**config.mk**
```make
export PLATFORM = sky130hd
export DESIGN_NAME = aes_pipe_ctrl
export DESIGN_NICKNAME = d
export VERILOG_FILES = /design/src/rtl/aes_pkg.sv /design/src/rtl/aes_pipe_fifo.sv /design/src/rtl/aes_pipe_ctrl.sv
export SDC_FILE = /design/constraint.sdc
export NUM_CORES = 1
export LEC_CHECK = 0
export ABC_CLOCK_PERIOD_IN_PS = 6510
export BUFFER_PORTS_ARGS = -buffer_cell sky130_fd_sc_hd__buf_2
export CORE_MARGIN = 1
export CORE_UTILIZATION = 39
export CTS_CLUSTER_SIZE = 30
export DETAILED_ROUTE_END_ITERATION = 6
export GPL_TIMING_DRIVEN = 0
export PLACE_DENSITY_LB_ADDON = 0.25
export REMOVE_ABC_BUFFERS = 1
export SETUP_SLACK_MARGIN = 0.4
export SLEW_MARGIN = 25
export SYNTH_ARGS = -nofsm -noshare
export SYNTH_HDL_FRONTEND = slang
export SYNTH_SLANG_ARGS = --single-unit
```
**constraint.sdc**
```tcl
create_clock -name clk -period 6.51 [get_ports clk]
set_input_delay 0.9765 -clock clk [delete_from_list [all_inputs] [get_ports clk]]
set_output_delay 0.9765 -clock clk [all_outputs]
set_load 0.05 [all_outputs]
```
**src/rtl/aes_pkg.sv**
```systemverilog
// Shared AES pipeline constants: block width, legal key sizes and latency helpers.
package aes_pkg;

    localparam int AES_BLOCK_W = 128;

    typedef enum int {
        AES_KEY_128 = 128,
        AES_KEY_192 = 192,
        AES_KEY_256 = 256
    } aes_key_bits_e;

    typedef logic [AES_BLOCK_W-1:0] aes_block_t;

    function automatic int aes_num_rounds(input int key_bits);
        case (key_bits)
            128:     return 10;
            192:     return 12;
            default: return 14;
        endcase
    endfunction

    // One extra stage covers the initial state ^ key capture ahead of round 1.
    function automatic int aes_pipe_latency(input int key_bits, input int cpr);
        return aes_num_rounds(key_bits) * cpr + 1;
    endfunction

    function automatic bit aes_key_bits_legal(input int key_bits);
        return (key_bits == AES_KEY_128) || (key_bits == AES_KEY_192) || (key_bits == AES_KEY_256);
    endfunction

endpackage

```
**src/rtl/aes_pipe_fifo.sv**
```systemverilog
// Result buffer for aes_pipe_ctrl: DEPTH x W synchronous FIFO with a synchronous flush.
module aes_pipe_fifo #(
    parameter int DEPTH = 4,
    parameter int W     = 132
) (
    input  logic                    clk,
    input  logic                    rst_i,
    input  logic                    clear,
    input  logic                    wr_en,
    input  logic [W-1:0]            wr_data,
    input  logic                    rd_en,
    output logic [W-1:0]            rd_data,
    output logic                    empty,
    output logic                    full,
    output logic [$clog2(DEPTH):0]  count
);

    localparam int AW = $clog2(DEPTH);
    localparam logic [AW:0] PTR_ONE = (AW+1)'(1);

    logic [AW:0]  wr_ptr_q, wr_ptr_d;
    logic [AW:0]  rd_ptr_q, rd_ptr_d;
    logic [W-1:0] mem_q [DEPTH];
    logic [W-1:0] mem_d [DEPTH];

    assign count = wr_ptr_q - rd_ptr_q;
    assign empty = (wr_ptr_q == rd_ptr_q);
    assign full  = (count == (AW+1)'(DEPTH));
    // Reads of an empty buffer return zero so the idle outputs are deterministic.
    assign rd_data = empty ? '0 : mem_q[rd_ptr_q[AW-1:0]];

    always_comb begin
        wr_ptr_d = wr_ptr_q;
        rd_ptr_d = rd_ptr_q;
        mem_d    = mem_q;
        if (clear) begin
            wr_ptr_d = '0;
            rd_ptr_d = '0;
        end else begin
            if (wr_en && !full) begin
                mem_d[wr_ptr_q[AW-1:0]] = wr_data;
                wr_ptr_d = wr_ptr_q + PTR_ONE;
            end
            if (rd_en && !empty) begin
                rd_ptr_d = rd_ptr_q + PTR_ONE;
            end
        end
    end

    always_ff @(posedge clk or negedge rst_i) begin
        if (!rst_i) begin
            wr_ptr_q <= '0;
            rd_ptr_q <= '0;
            for (int i = 0; i < DEPTH; i++) begin
                mem_q[i] <= '0;
            end
        end else begin
            wr_ptr_q <= wr_ptr_d;
            rd_ptr_q <= rd_ptr_d;
            mem_q    <= mem_d;
        end
    end

endmodule

```
**src/rtl/aes_pipe_ctrl.sv**
```systemverilog
// Valid/ready controller for a fully pipelined AES datapath with tag tracking and result buffer.
// Define AES_PIPE_CHK_EN to compile simulation-only consistency checks.
module aes_pipe_ctrl
    import aes_pkg::*;
#(
    parameter int KEY_BITS         = 192,
    parameter int CYCLES_PER_ROUND = 2,
    parameter int DEPTH            = 4,
    parameter int TAG_W            = 4
) (
    input  logic                   clk,
    input  logic                   rst_i,
    input  logic                   clear,
    input  logic                   in_valid,
    output logic                   in_ready,
    input  logic [TAG_W-1:0]       in_tag,
    output logic                   pipe_load,
    input  logic [AES_BLOCK_W-1:0] res_data,
    output logic                   out_valid,
    input  logic                   out_ready,
    output logic [AES_BLOCK_W-1:0] out_data,
    output logic [TAG_W-1:0]       out_tag,
    output logic                   busy
);

    localparam int LATENCY = aes_pipe_latency(KEY_BITS, CYCLES_PER_ROUND);
    localparam int OCC_W   = $clog2(DEPTH) + 1;

    typedef struct packed {
        logic [TAG_W-1:0] tag;
        aes_block_t       data;
    } res_entry_t;

    // Handshake: a transfer happens on an edge where valid & ready are both high; valid may
    // not depend on ready, and ready never depends combinationally on out_ready.
    logic               accept, pop;
    logic [LATENCY-1:0] valid_q, valid_d;
    logic [TAG_W-1:0]   tag_q [LATENCY];
    logic [TAG_W-1:0]   tag_d [LATENCY];
    logic [OCC_W-1:0]   occ_q, occ_d;
    logic               fifo_wr, fifo_empty, fifo_full;
    logic [OCC_W-1:0]   fifo_count;
    res_entry_t         wr_entry, head;

    assign in_ready  = (occ_q < OCC_W'(DEPTH)) & ~clear;
    assign accept    = in_valid & in_ready;
    assign pipe_load = accept & ~clear;
    assign pop       = out_valid & out_ready & ~clear;
    assign busy      = (occ_q != '0);
    assign out_valid = ~fifo_empty;
    assign out_data  = head.data;
    assign out_tag   = head.tag;

    // Credits are reserved at accept, so the buffer always has room when a block lands.
    assign fifo_wr       = valid_q[LATENCY-1] & ~clear;
    assign wr_entry.tag  = tag_q[LATENCY-1];
    assign wr_entry.data = res_data;

    always_comb begin
        valid_d  = {valid_q[LATENCY-2:0], pipe_load};
        tag_d[0] = in_tag;
        for (int i = 1; i < LATENCY; i++) begin
            tag_d[i] = tag_q[i-1];
        end
        occ_d = occ_q;
        case ({accept, pop})
            2'b10:   occ_d = occ_q + OCC_W'(1);
            2'b01:   occ_d = occ_q - OCC_W'(1);
            default: occ_d = occ_q;
        endcase
        if (clear) begin
            valid_d = '0;
            occ_d   = '0;
        end
    end

    always_ff @(posedge clk or negedge rst_i) begin
        if (!rst_i) begin
            valid_q <= '0;
            occ_q   <= '0;
            for (int i = 0; i < LATENCY; i++) begin
                tag_q[i] <= '0;
            end
        end else begin
            valid_q <= valid_d;
            occ_q   <= occ_d;
            tag_q   <= tag_d;
        end
    end

    aes_pipe_fifo #(
        .DEPTH (DEPTH),
        .W     (TAG_W + AES_BLOCK_W)
    ) u_fifo (
        .clk     (clk),
        .rst_i   (rst_i),
        .clear   (clear),
        .wr_en   (fifo_wr),
        .wr_data (wr_entry),
        .rd_en   (pop),
        .rd_data (head),
        .empty   (fifo_empty),
        .full    (fifo_full),
        .count   (fifo_count)
    );

`ifdef AES_PIPE_CHK_EN
    logic             chk_hold;
    logic [TAG_W-1:0] chk_tag;
    aes_block_t       chk_data;

    always @(posedge clk or negedge rst_i) begin
        if (!rst_i) begin
            chk_hold <= 1'b0;
        end else begin
            if (occ_q > OCC_W'(DEPTH)) begin
                $display("ASSERTION FAILED: occupancy above DEPTH");
                $finish;
            end
            if (fifo_wr && fifo_full) begin
                $display("ASSERTION FAILED: result write into full buffer");
                $finish;
            end
            if (chk_hold && ((out_data != chk_data) || (out_tag != chk_tag))) begin
                $display("ASSERTION FAILED: head changed under back-pressure");
                $finish;
            end
            if (int'(occ_q) != $countones(valid_q) + int'(fifo_count)) begin
                $display("ASSERTION FAILED: occupancy differs from in-flight plus buffered");
                $finish;
            end
            chk_hold <= out_valid & ~out_ready & ~clear;
            chk_tag  <= out_tag;
            chk_data <= out_data;
        end
    end
`else
    logic unused_chk;
    assign unused_chk = ^{fifo_full, fifo_count};
`endif

endmodule

```
==> flow_metrics.py, run 1 <==
metrics = {
    "cts": {
        "cts-hold-fix-buffers": 0,
        "htreeDepth": 3,
        "cts_resized": 0,
        "cts_buffers": 74,
        "post_cts_buffers": 0,
        "cts_root_buffer": "clkbuf_16",
        "clk_pin_slew_ps": 60,
        "clockBufferDepth": 3,
        "cts_tree": "yes",
        "cts.sinks": 662,
        "clock_latency_ps": 610,
    },
    "synthesis": {
        "synth_warnings": 0,
        "synth_top_cell_by_area": "dfrtp_1",
        "syn-cell-area_um2": 27500,
        "syn_area_per_cell_um2": 16.7,
        "synth-main-ff-cell": "dfrtp_1",
        "synth-seq-cells": 662,
        "synth_cells": 1645,
        "yosys.area.top_type_share": 0.602,
        "yosysSeqAreaShare": 0.602,
        "synth_edf_count": 0,
        "ys_async_sr_fraction": 1.00,
        "netlist-cell-type-count": 30,
        "synthTopCellsByArea": "dfrtp_1 60%, mux2_1 13%, mux4_2 11%, mux2_2 8.6%, and2_1 3.0%",
    },
    "worst_setup_path": {
        "cp_max_fo": 35,
        "crit_arrival_ps": 3460,
        "reg2reg_to": "u_fifo.mem_q[301]",
        "worstReg2RegStart": "u_fifo.rd_ptr_q[0]",
        "reg2reg_setup_slack_ps": 3040,
        "reg2reg_depth": 9,
        "path_class": "reg -> out",
        "endpoint": "out_data[25]",
        "endpoint_kind": "primary output",
        "required_ps": 5530,
        "cp-startpoint": "u_fifo.rd_ptr_q[0]",
        "startpoint_type": "flip-flop",
    },
    "timing": {
        "worst-slew-pin-transition_ps": 746,
        "setup_ws_ps": 2070,
        "rsz0062_at_grt": "false",
        "hold_viol": 0,
        "slew_headroom": 0.503,
        "skew_ps": 21.3,
        "drv_slew": 0,
        "max_freq_ghz": 0.225,
        "setup_viol": 0,
        "finalCritPeriodShare": 0.681,
        "fin_crit_ps": 4440,
        "whs_ps": 315,
    },
    "power": {
        "ir_drop_mv": 0.200,
        "power.leakage_nw": 16.8,
        "power_mw": 8.45,
        "p_per_area_nw_per_um2": 253,
    },
    "global_route": {
        "antenna_found_initial": 9,
        "grtUsageTotal": 0.168,
        "grt_overflow": 0,
        "grt_max_degree": 98,
        "grt_pass1_vias": 16500,
        "grt_pass1_wl_mm": 93.9,
    },
    "die": {
        "fp-row-count": 97,
        "ioPinCount": 273,
        "core_area_um2": 69900,
        "start_util": 0.394,
        "dieArea_um2": 71600,
        "die_h_um": 268,
        "die_width_um": 268,
    },
    "drt": {
        "ant_nets": 0,
        "first_pass_iters": 4,
        "routed_wirelength_mm": 58.8,
        "drtIter0Drc": 729,
        "drcViolationCount": 0,
        "routedWlPerCell_um": 19.9,
        "vias_per_cell": 5.01,
        "via_count": 14800,
    },
    "place": {
        "portBuffers": 272,
        "post-dp-hpwl_mm": 39.0,
        "gp_congestion": 0.680,
        "dp_slack_ps": 2600,
    },
    "final_layout": {
        "area_delta_synth_final_pct": 21.6,
        "nets": 2093,
        "drive_gt1_frac": 0.400,
    },
    "job": {
        "drv_cap": 0,
    },
    "min_path": {
        "hp-class": "in -> async",
    },
    "status": {
        "outcome": "complete, no violations",
    },
}
[area by class of cell]
cell class	count	area (um2)
tap	940	1180
clock inverter	24	230
fill	6041	36400
multi-input combinational	875	10400
sequential	662	16600
clock buffer	109	2190
inverter	3	11.3
timing repair buffer	332	2880
antenna	7	17.5
[per-layer routing]
metal | GRT usage | up-vias | wire (um)
met5 | 0 | - | 72
met4 | 0.0556 | 10 | 1340
met3 | 0.0348 | 104 | 2590
met2 | 0.279 | 240 | 29200
met1 | 0.220 | 7891 | 25700
li1 | - | 6542 | -
[registers in the layout, indices dropped and copies added (netlist names)]
name	flops
valid_q	25
u_fifo.mem_q	528
tag_d	96
u_fifo.wr_ptr_q	3
tag_q	4
occ_q	3
u_fifo.rd_ptr_q	3
[kinds of logic (layout without fill, tap and decap cells)]
group / Yosys count / count (layout) / synth area share
XOR/XNOR: 5 / 5 / 0.00186
multiplexers: 667 / 667 / 0.327
AO/OA/AOI/OAI: 9 / 9 / 0.00241
other: 0 / 7 / 0
flip-flops: 662 / 662 / 0.602
AND/OR/NAND/NOR: 186 / 186 / 0.0413
adder cells (fa/ha/maj): 8 / 8 / 0.00391
buffers and inverters: 108 / 468 / 0.0220
[cells in the mapped netlist (6+ instances only)]
| master | number |
|---|---|
| and2_1 | 134 |
| buf_1 | 7 |
| buf_2 | 27 |
| buf_4 | 28 |
| buf_6 | 8 |
| clkbuf_1 | 35 |
| dfrtp_1 | 662 |
| ha_1 | 7 |
| mux2_1 | 320 |
| mux2_2 | 211 |
| mux4_2 | 132 |
| nand2b_1 | 6 |
| nor2_1 | 8 |
| nor2b_1 | 27 |
[metrics by stage]
step	cells	util	instance area [um2]	setup TNS (ps)
final	2952	0.479	33500	0
after global routing	2949	0.479	33500	0
after CTS	2945	0.479	33500	0
after detailed placement	2812	0.444	31000	0
after global placement	2752	0.422	29500	-
after floorplan	1540	-	26900	-2450090
[cell usage in the layout (no fill, tap or decap), types with 5 or more instances in the layout]
master | synthesis | routed
dfrtp_1 | 662 | 660
mux2_2 | 211 | 211
ha_1 | 7 | 7
nor2b_1 | 27 | 27
mux4_2 | 132 | 132
buf_8 | 0 | 8
clkbuf_16 | 0 | 75
clkbuf_1 | 35 | 15
buf_12 | 0 | 8
buf_16 | 0 | 45
nor2_1 | 8 | 8
clkinv_2 | 0 | 12
nand2b_1 | 6 | 5
mux2_1 | 320 | 320
diode_2 | 0 | 7
clkbuf_8 | 0 | 19
and2_1 | 134 | 134
buf_2 | 27 | 271
[critical path: stages (launching register included)]
cell and delay (ps):
dfrtp_4 780, ha_1 340, and2_1 340, nand2b_4 430
buf_12 240, buf_12 210, and2_1 210, buf_2 280
[how the worst min path moves through the flow]
| stage | from | endpoint | slack (ps) | cells past startpoint |
|---|---|---|---|---|
| after global routing | rst_i | u_fifo.mem_q[27] | 310 | 1 |
| after detailed placement | tag_d[14] | tag_d[10] | 330 | 0 |
| after CTS | rst_i | u_fifo.mem_q[283] | 280 | 1 |
| after floorplan | tag_d[4] | tag_d[0] | 330 | 0 |
| final | rst_i | u_fifo.mem_q[283] | 320 | 1 |
| after global placement | tag_d[54] | tag_d[50] | 330 | 0 |
[power breakdown]
part	leakage (nW)	switching (mW)	total, mW	internal [mW]
combinational	6.54	0.135	0.185	0.0509
clock	1.20	1.68	4.11	2.43
sequential	9.01	0.00999	4.16	4.15
total	16.8	1.82	8.45	6.63
Power figures use the tool's default switching activity.
==> inputs of run 2 (changes only) <==
--- a/config.mk
+++ b/config.mk
@@ -5,7 +5,8 @@
 export SDC_FILE = /design/constraint.sdc
 export NUM_CORES = 1
 export LEC_CHECK = 0
-export ABC_CLOCK_PERIOD_IN_PS = 6510
+export ABC_AREA = 1
+export ABC_CLOCK_PERIOD_IN_PS = 3600
 export BUFFER_PORTS_ARGS = -buffer_cell sky130_fd_sc_hd__buf_2
 export CORE_MARGIN = 1
 export CORE_UTILIZATION = 39
==> constraint.sdc (replaced) <==
create_clock -name clk -period 3.6 [get_ports clk]
set_input_delay 0.54 -clock clk [delete_from_list [all_inputs] [get_ports clk]]
set_output_delay 0.54 -clock clk [all_outputs]
set_load 0.05 [all_outputs]
==> run 2 against run 1 <==
Net effect:
- largest power group unchanged
- synthesized area grew 3.9%
- global-route usage grew 3.7 points
- first-iteration DRC count grew 120%
- non-clock buffer count grew 1
- worst hold slack lost 240 ps
- sequential power grew 90%
- setup slack lost 1600 ps
- utilization shrank 0.71 points
- register-to-register slack lost 2400 ps
- clock power grew 82%
- flip-flop and latch count is the same
- clock skew shrank 0.60 ps
==> flow_metrics.py, run 2 <==
metrics = {
    "worst_setup_path": {
        "startpoint_type": "flip-flop",
        "worstReg2RegStart": "u_fifo.rd_ptr_q[1]",
        "reg2reg_to": "u_fifo.mem_q[325]",
        "crit_arrival_ps": 2580,
        "reg2reg_setup_slack_ps": 670,
        "reg2reg_depth": 14,
        "endpoint_kind": "primary output",
        "path_class": "reg -> out",
        "required_ps": 3060,
        "cp_max_fo": 21,
    },
    "cts": {
        "cts_tree": "yes",
        "clock_latency_ps": 600,
        "cts_root_buffer": "clkbuf_16",
        "cts.sinks": 662,
        "clockBufferDepth": 3,
        "clk_pin_slew_ps": 60,
        "htreeDepth": 3,
        "cts_buffers": 74,
    },
    "timing": {
        "max_freq_ghz": 0.320,
        "worst-slew-pin-transition_ps": 719,
        "drv_slew": 0,
        "fin_crit_ps": 3120,
        "rsz0062_at_grt": "true",
        "setup_viol": 0,
        "slew_headroom": 0.520,
        "tns_ps": 0,
        "skew_ps": 20.6,
        "whs_ps": 70.2,
        "finalCritPeriodShare": 0.867,
        "hold_viol": 0,
    },
    "drt": {
        "via_count": 21600,
        "routed_wirelength_mm": 75.8,
        "vias_per_cell": 5.00,
        "drtIter0Drc": 1571,
        "first_pass_iters": 5,
        "routedWlPerCell_um": 17.5,
        "drcViolationCount": 0,
        "ant_nets": 0,
    },
    "min_path": {
        "hp-class": "in -> reg",
        "hp-start": "in_tag[0]",
        "whs_endpoint": "tag_d[92]",
        "whs_path_depth": 1,
    },
    "final_layout": {
        "largest-register": "u_fifo.mem_q",
        "largest_register_ffs": 528,
        "mostFrequentLayoutCell": "dfrtp_1",
        "area_delta_synth_final_pct": 18.7,
        "num-fill-cells": 7048,
        "drive_gt1_frac": 0.184,
        "final_area_um2": 34000,
        "nets": 3464,
        "layout_common_cells": "660 x dfrtp_1, 557 x nor2_1, 555 x nand2_1, 419 x o21ai_1, 247 x o21ai_0",
        "layout.cells.non_filler": 4327,
    },
    "die": {
        "core_area_um2": 72000,
        "ioPinCount": 273,
        "dieArea_um2": 74400,
        "die_width_um": 273,
        "die_h_um": 273,
        "start_util": 0.397,
        "fp-row-count": 98,
    },
    "synthesis": {
        "ys_async_sr_fraction": 1.00,
        "synth_top_cell_by_area": "dfrtp_1",
        "synth_warnings": 0,
        "synth_cells": 3125,
        "synth_common_cells": "662 x dfrtp_1, 557 x nor2_1, 555 x nand2_1, 401 x o21ai_1, 265 x o21ai_0",
        "synth_most_common_cell": "dfrtp_1",
        "synth-seq-cells": 662,
        "yosysSeqAreaShare": 0.579,
        "yosys.area.top_type_share": 0.579,
        "synth_edf_count": 0,
        "netlist-cell-type-count": 24,
        "synth-main-ff-cell": "dfrtp_1",
        "synthTopCellsByArea": "dfrtp_1 58%, nor2_1 7.3%, nand2_1 7.3%, o21ai_1 7.0%, o21ai_0 4.6%",
        "syn_area_per_cell_um2": 9.15,
        "syn-cell-area_um2": 28600,
    },
    "global_route": {
        "grt_overflow": 0,
        "grt_pass1_wl_mm": 120,
        "grt_pass1_vias": 21000,
        "grt_max_degree": 99,
        "grtUsageTotal": 0.206,
        "antenna_found_initial": 10,
    },
    "place": {
        "portBuffers": 272,
        "gp_congestion": 0.739,
        "post-dp-hpwl_mm": 38.6,
        "dp_cells": 4156,
        "dpl-instance-area_um2": 30200,
    },
    "power": {
        "ir_drop_mv": 0.306,
        "power.leakage_nw": 15.7,
        "p_per_area_nw_per_um2": 477,
    },
    "status": {
        "outcome": "complete, no violations",
    },
    "job": {
        "drv_cap": 0,
    },
}
[run 2: cell count changes after synthesis, moves of 211 or more]
cell	delta
mux2_1	-320
mux2_2	-211
nand2_1	+552
nor2_1	+549
o21ai_0	+265
o21ai_1	+400
[run 2: worst max path at each step]
stage	start	end	slack [ps]	cells past startpoint
finish	u_fifo.rd_ptr_q[0]	out_data[94]	480	9
global route	u_fifo.rd_ptr_q[0]	out_data[110]	390	6
CTS	u_fifo.rd_ptr_q[1]	out_data[67]	380	10
detailed placement	u_fifo.rd_ptr_q[1]	out_data[98]	-590	10
global placement	u_fifo.rd_ptr_q[0]	out_tag[2]	-16450	4
floorplan	u_fifo.rd_ptr_q[0]	out_tag[2]	-5420	3
[run 2: cells by family after synthesis]
group | count (synthesis) | share of synthesized area
DFF | 662 | 0.579
adders and majority gates | 8 | 0.00376
and+or+nand+nor | 1128 | 0.150
xor gates and xnor gates | 1 | 0.000306
AOI/OAI and AO/OA | 932 | 0.180
buffers and inverters | 394 | 0.0861
[run 2: layout make-up]
| cell class | count | area (um2) | share of cell area |
|---|---|---|---|
| clock buffers | 105 | 2110 | 0.0622 |
| repair inverters | 5 | 48.8 | 0.00144 |
| multi-input cells | 2069 | 9860 | 0.290 |
| flip-flops and latches | 662 | 16600 | 0.488 |
| clock inverters | 24 | 297 | 0.00873 |
| diodes | 5 | 12.5 | 0.000369 |
| inverters | 174 | 717 | 0.0211 |
| well taps | 950 | 1190 | 0.0350 |
| repair buffers | 333 | 3140 | 0.0925 |
[run 2: timing repair]
action,in CTS,in global routing
hold endpoints to repair,71,0
endpoints found under the setup margin,597,97
hold buffers,4,0
cloned,18,2
pin swaps,1,5
resized for setup,161,53
setup buffers,13,0
[run 2: stage by stage]
stage               power, mW  utilization  setup WS (ps)
floorplan                8.45            -          -5420
global placement         8.80        0.408         -16450
detailed placement       8.84        0.420           -587
CTS                      16.4        0.469            384
global route             16.9        0.472            385
finish                   16.2        0.472            479
[run 2: power breakdown]
group          leakage (nW)  switching, mW  internal, mW
sequential             8.91          0.142          7.75
combinational          5.56          0.517         0.292
clock                  1.18           3.04          4.46
total                  15.7           3.69          12.5
[run 2: routing by layer]
metal,GRT usage,vias up,wire [um]
li1,-,10500,-
met1,0.290,10500,35300
met2,0.320,520,34400
met3,0.0356,113,4160
met4,0.0676,10,1870
met5,0,-,64
[run 2: worst max-delay path: stages (launching register included)]
cell and delay, ps:
dfrtp_4 540, buf_16 150, ha_1 290, nand2_1 70, inv_2 50, nand3_4 130, inv_16 70, buf_16 170
a21oi_1 210, buf_4 230
==> inputs of run 3 (changes only) <==
--- a/config.mk
+++ b/config.mk
@@ -8,8 +8,8 @@
 export ABC_AREA = 1
 export ABC_CLOCK_PERIOD_IN_PS = 3600
 export BUFFER_PORTS_ARGS = -buffer_cell sky130_fd_sc_hd__buf_2
-export CORE_MARGIN = 1
-export CORE_UTILIZATION = 39
+export CORE_MARGIN = 2
+export CORE_UTILIZATION = 50
 export CTS_CLUSTER_SIZE = 30
 export DETAILED_ROUTE_END_ITERATION = 6
 export GPL_TIMING_DRIVEN = 0
==> run 3 against run 2 <==
Net effect:
- setup slack got worse by 83 ps
- largest cell class unchanged
- first-iteration DRC count increased by 30%
- clock skew rose by 1.9 ps
- global-route usage up 4.7 points
- clock-buffer cell count down 3
- utilization increased by 12 points
- wire length down 0.20%
- sequential share of layout area up 0.41 points
==> flow_metrics.py, run 3 (same netlist as run 2, synthesis figures left out) <==
metrics = {
    "timing": {
        "worst-slew-pin-transition_ps": 929,
        "drv_slew": 0,
        "slew_headroom": 0.380,
        "max_freq_ghz": 0.312,
        "finalCritPeriodShare": 0.890,
        "skew_ps": 22.6,
        "fin_crit_ps": 3200,
        "setup_viol": 0,
        "whs_ps": 48.1,
        "hold_viol": 0,
        "rsz0062_at_grt": "true",
    },
    "power": {
        "power_mw": 16.1,
        "ir_drop_mv": 0.378,
        "power.leakage_nw": 15.6,
        "p_per_area_nw_per_um2": 478,
    },
    "die": {
        "core_area_um2": 56500,
        "die_h_um": 243,
        "start_util": 0.506,
        "fp-row-count": 87,
        "ioPinCount": 273,
        "die_width_um": 243,
        "dieArea_um2": 59100,
    },
    "final_layout": {
        "nets": 3455,
        "largest_register_ffs": 528,
        "fin_util": 0.596,
        "largest-register": "u_fifo.mem_q",
        "layout_common_cells": "660 x dfrtp_1, 557 x nor2_1, 554 x nand2_1, 402 x o21ai_1, 264 x o21ai_0",
        "drive_gt1_frac": 0.195,
        "area_delta_synth_final_pct": 17.7,
        "mostFrequentLayoutCell": "dfrtp_1",
    },
    "drt": {
        "first_pass_iters": 7,
        "drcViolationCount": 0,
        "routed_wirelength_mm": 75.7,
        "vias_per_cell": 5.45,
        "via_count": 22400,
        "drtIter0Drc": 2039,
        "routedWlPerCell_um": 18.4,
        "ant_nets": 0,
    },
    "cts": {
        "clockBufferDepth": 3,
        "clk_pin_slew_ps": 60,
        "clock_latency_ps": 600,
        "cts_buffers": 70,
        "cts.sinks": 662,
        "cts_tree": "yes",
        "htreeDepth": 3,
        "cts_root_buffer": "clkbuf_16",
    },
    "job": {
        "drv_cap": 0,
    },
    "worst_setup_path": {
        "required_ps": 3060,
        "reg2reg_setup_slack_ps": 550,
        "cp_max_fo": 10,
        "path_class": "reg -> out",
        "crit_arrival_ps": 2660,
        "reg2reg_to": "u_fifo.mem_q[266]",
        "worstReg2RegStart": "u_fifo.rd_ptr_q[1]",
        "reg2reg_depth": 14,
        "endpoint_kind": "primary output",
        "cp-startpoint": "u_fifo.rd_ptr_q[1]",
        "endpoint": "out_data[3]",
        "startpoint_type": "flip-flop",
    },
    "min_path": {
        "hp-class": "in -> reg",
    },
    "global_route": {
        "grtUsageTotal": 0.252,
        "grt_pass1_wl_mm": 119,
        "antenna_found_initial": 9,
        "grt_max_degree": 107,
        "grt_overflow": 0,
        "grt_pass1_vias": 21900,
    },
    "place": {
        "portBuffers": 272,
        "gp_congestion": 0.747,
        "post-dp-hpwl_mm": 37.2,
    },
    "status": {
        "outcome": "complete, no violations",
    },
}
==> run 3: cell types whose count changed in the layout (fill, tap and decap cells not counted), moves of 13 or more <==
cell     change
a21oi_1     -39
buf_4       +28
buf_2       -30
o21ai_0     +17
buf_6       +13
o21ai_1     -17
a21oi_2     +51
==> run 3: final cells by class <==
type / instances / area [um2]
Fill cell: 4771 / 22800
Sequential cell: 662 / 16600
Multi-Input combinational cell: 2070 / 9930
Timing Repair Buffer: 327 / 3090
Clock buffer: 102 / 2110
Tap cell: 756 / 946
Inverter: 174 / 707
Clock inverter: 16 / 249
Timing Repair inverter: 5 / 53.8
Antenna cell: 8 / 20.0
==> run 3: per-stage QoR <==
step / cell area, um2 / TNS [ps] / setup slack, ps / cells
final: 33700 / 0 / 395 / 4120
after global routing: 33700 / 0 / 337 / 4116
after detailed placement: 29900 / -154340 / -756 / 3960
after CTS: 33400 / 0 / 298 / 4105
after floorplan: 26800 / -2568690 / -5420 / 2905
after global placement: 29100 / - / -14780 / 3933
==> run 3: repair_timing <==
item | CTS | global route
endpoints found under the hold margin | 69 | 0
endpoints found under the setup margin | 664 | 177
pin swaps | 2 | 3
cloned | 17 | 3
hold buffers | 1 | 0
buffers inserted | 9 | 4
resized for setup | 214 | 47
==> run 3: worst max-delay path, cell delays in order, from the launching register on <==
cell	delay [ps]
dfrtp_4	450
buf_16	140
inv_16	30
buf_16	120
ha_4	270
nand2_2	60
inv_2	80
nand3_4	150
inv_16	150
bufbuf_16	330
a21oi_1	60
buf_4	190
==> run 3: how the worst min path moves through the flow <==
stage	startpoint	end	depth (start not counted)	slack, ps
2_1_floorplan	rst_i	occ_q[0]	0	240
3_3_place_gp	tag_d[35]	tag_d[31]	0	330
3_5_place_dp	tag_d[19]	tag_d[15]	0	330
4_1_cts	in_tag[3]	tag_d[95]	1	10
5_1_grt	in_tag[3]	tag_d[95]	1	20
6_report	in_tag[1]	tag_d[93]	1	50
==> run 3: report_power, final <==
part / switching [mW] / total [mW] / internal (mW)
Clock: 2.89 / 7.37 / 4.48
Sequential: 0.148 / 7.90 / 7.75
Combinational: 0.524 / 0.811 / 0.287
Total: 3.57 / 16.1 / 12.5
==> run 3: metal layers <==
layer,up-vias,share of wire,global-route usage,routed length [um]
met1,10900,0.42,0.343,32200
met4,6,0.028,0.0998,2090
met2,859,0.47,0.401,35700
met3,147,0.076,0.0475,5730
met5,-,0.00054,0,41
li1,10500,-,-,-
